**config.mk**
```make
export PLATFORM = sky130hd
export DESIGN_NAME = bin2bcd_seq
export DESIGN_NICKNAME = d
export VERILOG_FILES = /design/src/rtl/bcd_pkg.sv /design/src/rtl/bcd_add3.sv /design/src/rtl/bin2bcd_seq.sv
export SDC_FILE = /design/constraint.sdc
export NUM_CORES = 1
export LEC_CHECK = 0
export ABC_AREA = 1
export BUFFER_PORTS_ARGS = -buffer_cell sky130_fd_sc_hd__buf_2
export CAP_MARGIN = 10
export CORE_ASPECT_RATIO = 0.8
export CORE_MARGIN = 2
export CORE_UTILIZATION = 38
export DETAILED_ROUTE_END_ITERATION = 8
export PLACE_DENSITY = 0.64
export SLEW_MARGIN = 20
export SYNTH_ARGS = -nofsm -noshare
export SYNTH_HDL_FRONTEND = slang
export SYNTH_SLANG_ARGS = --single-unit
```
**constraint.sdc**
```tcl
create_clock -name sysclk -period 1.3 [get_ports sysclk]
set_clock_uncertainty 0.1 [all_clocks]
set_input_delay 0.195 -clock sysclk [delete_from_list [all_inputs] [get_ports sysclk]]
set_output_delay 0.195 -clock sysclk [all_outputs]
set_load 0.01 [all_outputs]
```
**src/rtl/bcd_pkg.sv**
```systemverilog
// Shared constants for the BCD display path: FSM encodings, digit count,
// the largest representable value and the saturation pattern.
package bcd_pkg;

    localparam logic S_IDLE  = 1'b0;
    localparam logic S_SHIFT = 1'b1;

    typedef enum logic {
        ST_IDLE  = S_IDLE,
        ST_SHIFT = S_SHIFT
    } state_t;

    localparam int DIGITS_DEF = 4;

    // Largest value that fits in the given number of decimal digits.
    function automatic int max_for(input int digits);
        int m;
        m = 1;
        for (int i = 0; i < digits; i++) begin
            m = m * 10;
        end
        return m - 1;
    endfunction

    // All-nines word, low 4*digits bits meaningful.
    function automatic logic [63:0] sat_word(input int digits);
        logic [63:0] w;
        w = 64'd0;
        for (int i = 0; i < digits; i++) begin
            w[4*i +: 4] = 4'h9;
        end
        return w;
    endfunction

    localparam int                       MAX_DEF     = max_for(DIGITS_DEF);
    localparam logic [4*DIGITS_DEF-1:0]  SAT_PATTERN = {DIGITS_DEF{4'h9}};

endpackage

```
**src/rtl/bcd_add3.sv**
```systemverilog
// Per-digit double-dabble correction: adds 3 to a BCD nibble of 5 or more.
module bcd_add3 (
    input  logic [3:0] din,
    output logic [3:0] dout
);

    // Nibble correction, no carry out.
    always_comb begin
        if (din >= 4'd5) begin
            dout = din + 4'd3;
        end else begin
            dout = din;
        end
    end

endmodule

```
**src/rtl/bin2bcd_seq.sv**
```systemverilog
// Iterative shift-and-add-3 binary to packed-BCD converter, one bit per cycle,
// with a held output word and saturation to all nines on overflow.
module bin2bcd_seq
    import bcd_pkg::*;
#(
    parameter  int BIN_W  = 14,
    parameter  int DIGITS = DIGITS_DEF,
    localparam int MAX    = max_for(DIGITS)
) (
    input  logic                  sysclk,
    input  logic                  reset,
    input  logic                  start,
    input  logic [BIN_W-1:0]      bin,
    output logic [4*DIGITS-1:0]   bcd,
    output logic                  busy,
    output logic                  done,
    output logic                  ovf
);

    localparam int                W        = 4 * DIGITS;
    localparam int                CNT_W    = $clog2(BIN_W + 1);
    localparam logic [CNT_W-1:0]  CNT_LOAD = CNT_W'(BIN_W);
    localparam logic [31:0]       MAX_W    = MAX;
    localparam logic [63:0]       SAT_ALL  = sat_word(DIGITS);
    localparam logic [W-1:0]      SAT      = SAT_ALL[W-1:0];

    state_t                 state_r, state_s;
    logic [CNT_W-1:0]       cnt_r, cnt_s;
    logic [W-1:0]           scr_r, scr_s;
    logic [BIN_W-1:0]       sh_r, sh_s;
    logic                   ovfp_r, ovfp_s;
    logic [W-1:0]           bcd_r, bcd_s;
    logic                   ovf_r, ovf_s;
    logic                   done_r, done_s;
    logic                   busy_r;
    logic [W-1:0]           corr_s;
    logic [W+BIN_W-1:0]     cat_s;

    for (genvar g = 0; g < DIGITS; g++) begin : g_add3
        bcd_add3 u_add3 (
            .din  (scr_r[4*g +: 4]),
            .dout (corr_s[4*g +: 4])
        );
    end

    // Corrected scratch and remaining binary bits shift left together;
    // the scratch MSB falls off and only matters when saturating.
    assign cat_s = {corr_s, sh_r} << 1;

    // Next-state and datapath update.
    always_comb begin
        state_s = state_r;
        cnt_s   = cnt_r;
        scr_s   = scr_r;
        sh_s    = sh_r;
        ovfp_s  = ovfp_r;
        bcd_s   = bcd_r;
        ovf_s   = ovf_r;
        done_s  = 1'b0;
        case (state_r)
            ST_IDLE: begin
                if (start) begin
                    state_s = ST_SHIFT;
                    sh_s    = bin;
                    scr_s   = {W{1'b0}};
                    cnt_s   = CNT_LOAD;
                    ovfp_s  = (32'(bin) > MAX_W);
                end else begin
                    state_s = ST_IDLE;
                end
            end
            ST_SHIFT: begin
                scr_s = cat_s[W+BIN_W-1:BIN_W];
                sh_s  = cat_s[BIN_W-1:0];
                cnt_s = cnt_r - CNT_W'(1);
                if (cnt_r == CNT_W'(1)) begin
                    state_s = ST_IDLE;
                    bcd_s   = ovfp_r ? SAT : cat_s[W+BIN_W-1:BIN_W];
                    ovf_s   = ovfp_r;
                    done_s  = 1'b1;
                end else begin
                    state_s = ST_SHIFT;
                end
            end
            default: begin
                state_s = ST_IDLE;
            end
        endcase
    end

    // State, datapath and output registers.
    always_ff @(posedge sysclk) begin
        if (reset) begin
            state_r <= ST_IDLE;
            cnt_r   <= {CNT_W{1'b0}};
            scr_r   <= {W{1'b0}};
            sh_r    <= {BIN_W{1'b0}};
            ovfp_r  <= 1'b0;
            bcd_r   <= {W{1'b0}};
            ovf_r   <= 1'b0;
            done_r  <= 1'b0;
            busy_r  <= 1'b0;
        end else begin
            state_r <= state_s;
            cnt_r   <= cnt_s;
            scr_r   <= scr_s;
            sh_r    <= sh_s;
            ovfp_r  <= ovfp_s;
            bcd_r   <= bcd_s;
            ovf_r   <= ovf_s;
            done_r  <= done_s;
            busy_r  <= (state_s == ST_SHIFT);
        end
    end

    assign bcd  = bcd_r;
    assign busy = busy_r;
    assign done = done_r;
    assign ovf  = ovf_r;

endmodule

```
After elaboration in Yosys (flattened, before gate mapping)
Index checks and enable logic that the tools add are counted.
{"block": "totals", "output_inout_bits": 19, "in_bits": 17, "reg_bits": 54}
{"block": "op_classes", "n_addsub": 5, "bitwise_logic": 1, "n_eq_ne": 2, "n_lt_le_gt_ge": 5, "muxes": 15, "n_reduce_logical": 3}
{"operator": "2-to-1 mux 16 bit", "count": 2}
{"operator": "one-hot mux 16 bit (2 select lines)", "count": 1}
{"operator": "one-hot mux 14 bit (2 select lines)", "count": 1}
{"operator": ">= comparator 4 x 3 -> 1 bit (second input constant)", "count": 4}
{"operator": "2-to-1 mux 4 bit", "count": 4}
{"operator": "greater-than comparator 14 bit (second input constant)", "count": 1}
{"operator": "2-to-1 mux 14 bit", "count": 1}
{"operator": "adder 4 x 2 -> 4 bit (second input constant)", "count": 3}
{"operator": "one-hot mux 4 bit (2 select lines)", "count": 1}
{"operator": "equality test 4 x 1 -> 1 bit (second input constant)", "count": 1}
{"operator": "AND reduction 2 bit", "count": 2}
{"operator": "subtractor 4 x 1 -> 4 bit (second input constant)", "count": 1}
{"operator": "adder 3 x 2 -> 3 bit (second input constant)", "count": 1}
{"operator": "2-to-1 mux 1 bit", "count": 3}
{"operator": "2-to-1 mux 3 bit", "count": 1}
{"operator": "!= test 2 bit (second input constant)", "count": 1}
{"operator": "one-hot mux 1 bit (2 select lines)", "count": 1}
{"operator": "OR reduction 2 bit", "count": 1}
{"operator": "inverter 1 bit", "count": 1}

Longest topological paths before layout
{"block": "logic_depth", "depth_word": 3, "depth_mapped": 9}

Hierarchy
Synthesis repeated with hierarchy kept, for this count alone.
{"block": "hier_totals", "cells_unflattened": 373, "hier_area_um2": 2728.9}
{"mod": "bin2bcd_seq", "area_each_um2": 2188.3, "n_inst": 1, "cells_each": 281, "seq_area_each_um2": 1081.0}
{"mod": "bcd_add3", "area_each_um2": 135.1, "n_inst": 4, "cells_each": 23, "seq_area_each_um2": 0.0}

Least setup slack after synthesis
OpenSTA, ideal clock, no wires.
{"block": "synth_timing", "path_type": "reg-to-reg", "start": "register scr_r[4]", "end": "register scr_r[5]", "path_slack_ns": -0.008, "required_ns": 1.068, "t_arrival_ns": 1.075, "path_stages_with_launch": 9, "synth_period_minus_slack_ns": 1.308, "path_cell_list": "dfxtp_1 > inv_1 > ha_1 > inv_1 > nand2_1 > nand3_1 > nand2_1 > nand3_1 > a21oi_1"}
{"block": "synth_via", "elab_chain_cells": 3}
{"item": "start, declared", "line": "bin2bcd_seq.sv:29", "text": "logic [W-1:0] scr_r, scr_s;"}
{"item": "start signal, assigned", "line": "bin2bcd_seq.sv:96", "text": "scr_r <= {W{1'b0}};"}
{"item": "start signal, assigned", "line": "bin2bcd_seq.sv:106", "text": "scr_r <= scr_s;"}
{"item": "adder 4 x 2 -> 4 bit / >= comparator 4 x 3 -> 1 bit (equally long branches)", "line": "bcd_add3.sv:10, bcd_add3.sv:9"}
{"item": "2-to-1 mux 4 bit *", "line": "bcd_add3.sv:9", "text": "if (din >= 4'd5) begin"}
{"item": "one-hot mux 16 bit (2 select lines) *", "line": "bin2bcd_seq.sv:60", "text": "case (state_r)"}
Mark *: on every way between the ends. The rest lies on a longest branch, timed or not.
A chain may end at the register's enable or synchronous reset.

Final worst setup path
{"block": "layout_timing", "start": "register scr_r[5]", "end": "register scr_r[5]"}
{"block": "layout_via", "elab_chain_cells": 3}
{"item": ">= comparator 4 x 3 -> 1 bit", "line": "bcd_add3.sv:9"}
{"item": "2-to-1 mux 4 bit", "line": "bcd_add3.sv:9"}
{"item": "one-hot mux 16 bit (2 select lines)", "line": "bin2bcd_seq.sv:60"}
Every way passes these cells.

==> impl_metrics.yaml <==
synth:
  synthDominantCellAreaShare: 0.421
  syn_inst: 367
  synth.net_count: 394
  synth.cell_area_sq_um: 2570
  synth_seq_cells: 54
  synth_area_leaders: "sky130_fd_sc_hd__dfxtp_1 (42%), sky130_fd_sc_hd__nand2_1 (18%), sky130_fd_sc_hd__inv_1 (6.9%)"
  yosysUniqueCellTypes: 23
  seq_area_frac_synth: 0.421
  postSynthAreaPerCell_sq_um: 6.99
  synth_top_area_cell: "sky130_fd_sc_hd__dfxtp_1"
  synth_warnings: 0
sta:
  rsz0062_at_grt: "true"
  max_slew.worst_pin.slew_ns: 0.343
  final-max-slew-violation-count: 0
  number_of_hold_slack_violations_in_the_final_timing_report: 0
  period_share: 0.994
  setup-violations-final: 0
  max_clock_freq_ghz: 0.774
  slew_headroom: 0.771
  layout_min_cycle_time_ns: 1.29
setup_path:
  setup.worst_path.end_class: "register"
  worstSetupPathType: "register to register"
  worstSetupStartpointType: "register"
  crit_path_max_fanout: 4
  worst-endpoint-arrival_ns: 1.43
  worstPathRequired_ns: 1.44
routing:
  vias_after_detailed_routing: 2505
  post_drt_wl_per_cell_um: 12.6
  wirelength_um: 6600
  drt_drc_violations_left: 0
  detail_route.first_pass.iterations: 4
  drt_first_iter_violations: 94
  final_antenna_net_count: 0
  vias_per_cell: 4.78
layout:
  final_layout_size_suffix_gt1_frac: 0.386
  areaGrowthSynthToFinish_pct: 42.9
  postLayoutCoreUtil: 0.566
  layout.nets: 466
  layout.cells.most_common: "sky130_fd_sc_hd__nand2_1"
  filler_cell_count: 618
  seq_area_sq_um: 1110
  multiInputGateArea_sq_um: 1520
  layoutNonFillerInstCount: 524
  antennaDiodeCount: 0
  layout_common_cells: "sky130_fd_sc_hd__nand2_1 (104), sky130_fd_sc_hd__dfxtp_1 (43), sky130_fd_sc_hd__buf_2 (35), sky130_fd_sc_hd__inv_1 (34), sky130_fd_sc_hd__buf_4 (32)"
global_route:
  first_global_vias: 2219
  wire_length_of_the_first_global_routing_pass_um: 10400
  grt.total_usage: 0.176
  grt_max_degree: 22
  grt_antenna_before_repair: 0
  overflow: 0
placed_design:
  post-place-cells: 503
  dp_hpwl_um: 4400
  finalWeightedCongestion: 0.838
  port_buffers: 35
cts:
  clock_tree.htree_level_count: 2
  clock_latency_ns: 0.30
  clock_sink_count: 54
  cts_tree: "built"
  cts.clk_slew.worst_paths_ns: 0.10
  root_buffer: "sky130_fd_sc_hd__clkbuf_8"
  cts_made_buffers: 5
  buffer_levels_on_the_longest_clock_path: 2
pwr:
  intPower_w: 0.00272
  cellLeakagePower_nw: 1.76
  irDropWorstVdd_v: 0.000645
  sequential_power_share: 0.492
  power.density_nw_per_um2: 960
  sw_frac_of_total: 0.228
  netSwitchingPower_w: 0.000802
  combinational_fraction_of_design_power: 0.123
  clockPowerShare: 0.384
floorplan:
  initial_core_util: 0.396
  core_sq_um: 6470
  die_area_sq_um: 7430
  rows: 26
  die_x_um: 95.9
  chipHeight_um: 77.5
  top_level_ports: 36
flow_run:
  max_cap_violations: 0
outcome:
  outcome: "completed"
hold_path:
  worst_hold_path_type: "input port to register"
-- cell usage after synthesis --
library cell,instances
sky130_fd_sc_hd__nand4_1,9
sky130_fd_sc_hd__inv_2,2
sky130_fd_sc_hd__a22oi_1,6
sky130_fd_sc_hd__nand2_2,2
sky130_fd_sc_hd__nand2_1,123
sky130_fd_sc_hd__inv_1,47
sky130_fd_sc_hd__nand3_1,29
sky130_fd_sc_hd__dfxtp_1,54
sky130_fd_sc_hd__xnor2_1,1
sky130_fd_sc_hd__buf_2,4
sky130_fd_sc_hd__nand4_4,1
sky130_fd_sc_hd__clkbuf_1,3
sky130_fd_sc_hd__nor3_1,1
sky130_fd_sc_hd__ha_1,10
sky130_fd_sc_hd__nor2_1,12
sky130_fd_sc_hd__a21oi_1,26
sky130_fd_sc_hd__o21ai_0,17
sky130_fd_sc_hd__a221oi_1,1
sky130_fd_sc_hd__o21ai_1,8
sky130_fd_sc_hd__clkbuf_2,1
sky130_fd_sc_hd__buf_4,6
sky130_fd_sc_hd__nor2_4,1
sky130_fd_sc_hd__nor2_2,3
-- per-layer routing --
metal,global-route usage,vias up,part of all wire
li1,-,1311,-
met1,0.259,1152,0.50
met2,0.268,38,0.47
met3,0.0340,4,0.032
met4,0.0329,0,0.0070
met5,0,-,0
-- state kept, by name, indices dropped and copies added, names as in the netlist --
signal	flops
bcd	16
scr_r	16
sh_r	14
cnt_r	4
busy	1
done	1
ovf	1
ovfp_r	1
-- power groups by stage --
stage,sequential (W),clock [W],combinational (W)
2_1_floorplan,0.00177,0,0.000207
3_3_place_gp,0.00177,0,0.000334
3_5_place_dp,0.00177,0,0.000337
4_1_cts,0.00173,0.00138,0.000364
5_1_grt,0.00174,0.00146,0.000475
6_report,0.00173,0.00135,0.000435
-- per-stage QoR --
stage,power [W],cell area (sq um),worst slack [ns],hold slack (ns),TNS [ns]
floorplan,0.00197,2580,0.0164,0.238,0
global placement,0.00211,3040,-0.0404,0.341,-0.366
detailed placement,0.00211,3040,-0.0742,0.348,-1.09
CTS,0.00348,3270,-0.0226,0.0403,-0.177
global route,0.00367,3670,-0.0658,0.0408,-0.758
finish,0.00352,3670,0.00733,0.0465,0
-- path summary, 6_finish.rpt --
check	from	endpoint	slack (ns)	cells past startpoint
max	scr_r[5]$_SDFFE_PP0P_	scr_r[5]$_SDFFE_PP0P_	0.007	7
min	bin[0]	sh_r[0]$_SDFFE_PP0P_	0.05	3
max reg2reg	scr_r[5]$_SDFFE_PP0P_	scr_r[5]$_SDFFE_PP0P_	0.007	7
min reg2reg	bcd[13]$_SDFFE_PP0P_	bcd[13]$_SDFFE_PP0P_	0.36	2
-- logic make-up after synthesis --
logic type / Yosys count / synth area share
buf+inv: 63 / 0.103
simple gates: 181 / 0.303
flops: 54 / 0.421
compound gates: 58 / 0.120
xor+xnor: 1 / 0.00341
fa+ha+maj: 10 / 0.0488
-- critical path, stage by stage, from the launching register on --
cell and delay, ns:
sky130_fd_sc_hd__dfxtp_4 0.39, sky130_fd_sc_hd__inv_4 0.05, sky130_fd_sc_hd__ha_2 0.18, sky130_fd_sc_hd__nand2_4 0.09, sky130_fd_sc_hd__nand3_4 0.11, sky130_fd_sc_hd__nand2_2 0.10
sky130_fd_sc_hd__nand3_2 0.07, sky130_fd_sc_hd__a21oi_2 0.14
-- repair_timing --
item                       in CTS  in global routing
setup endpoints to repair      37                 48
gates resized for setup        26                 92
pin swaps                       2                 33
setup buffers                   3                 11
gates cloned                    0                  1
hold buffers                    0                  0
-- layout make-up --
| class | count | area share |
|---|---|---|
| timing repair buffer | 79 | 0.162 |
| sequential | 54 | 0.302 |
| inverter | 49 | 0.0549 |
| clock buffer | 6 | 0.0225 |
| multi-input combinational | 250 | 0.414 |
| tap | 84 | 0.0287 |
| clock inverter | 2 | 0.0164 |
(Power assumes the default switching activity.)
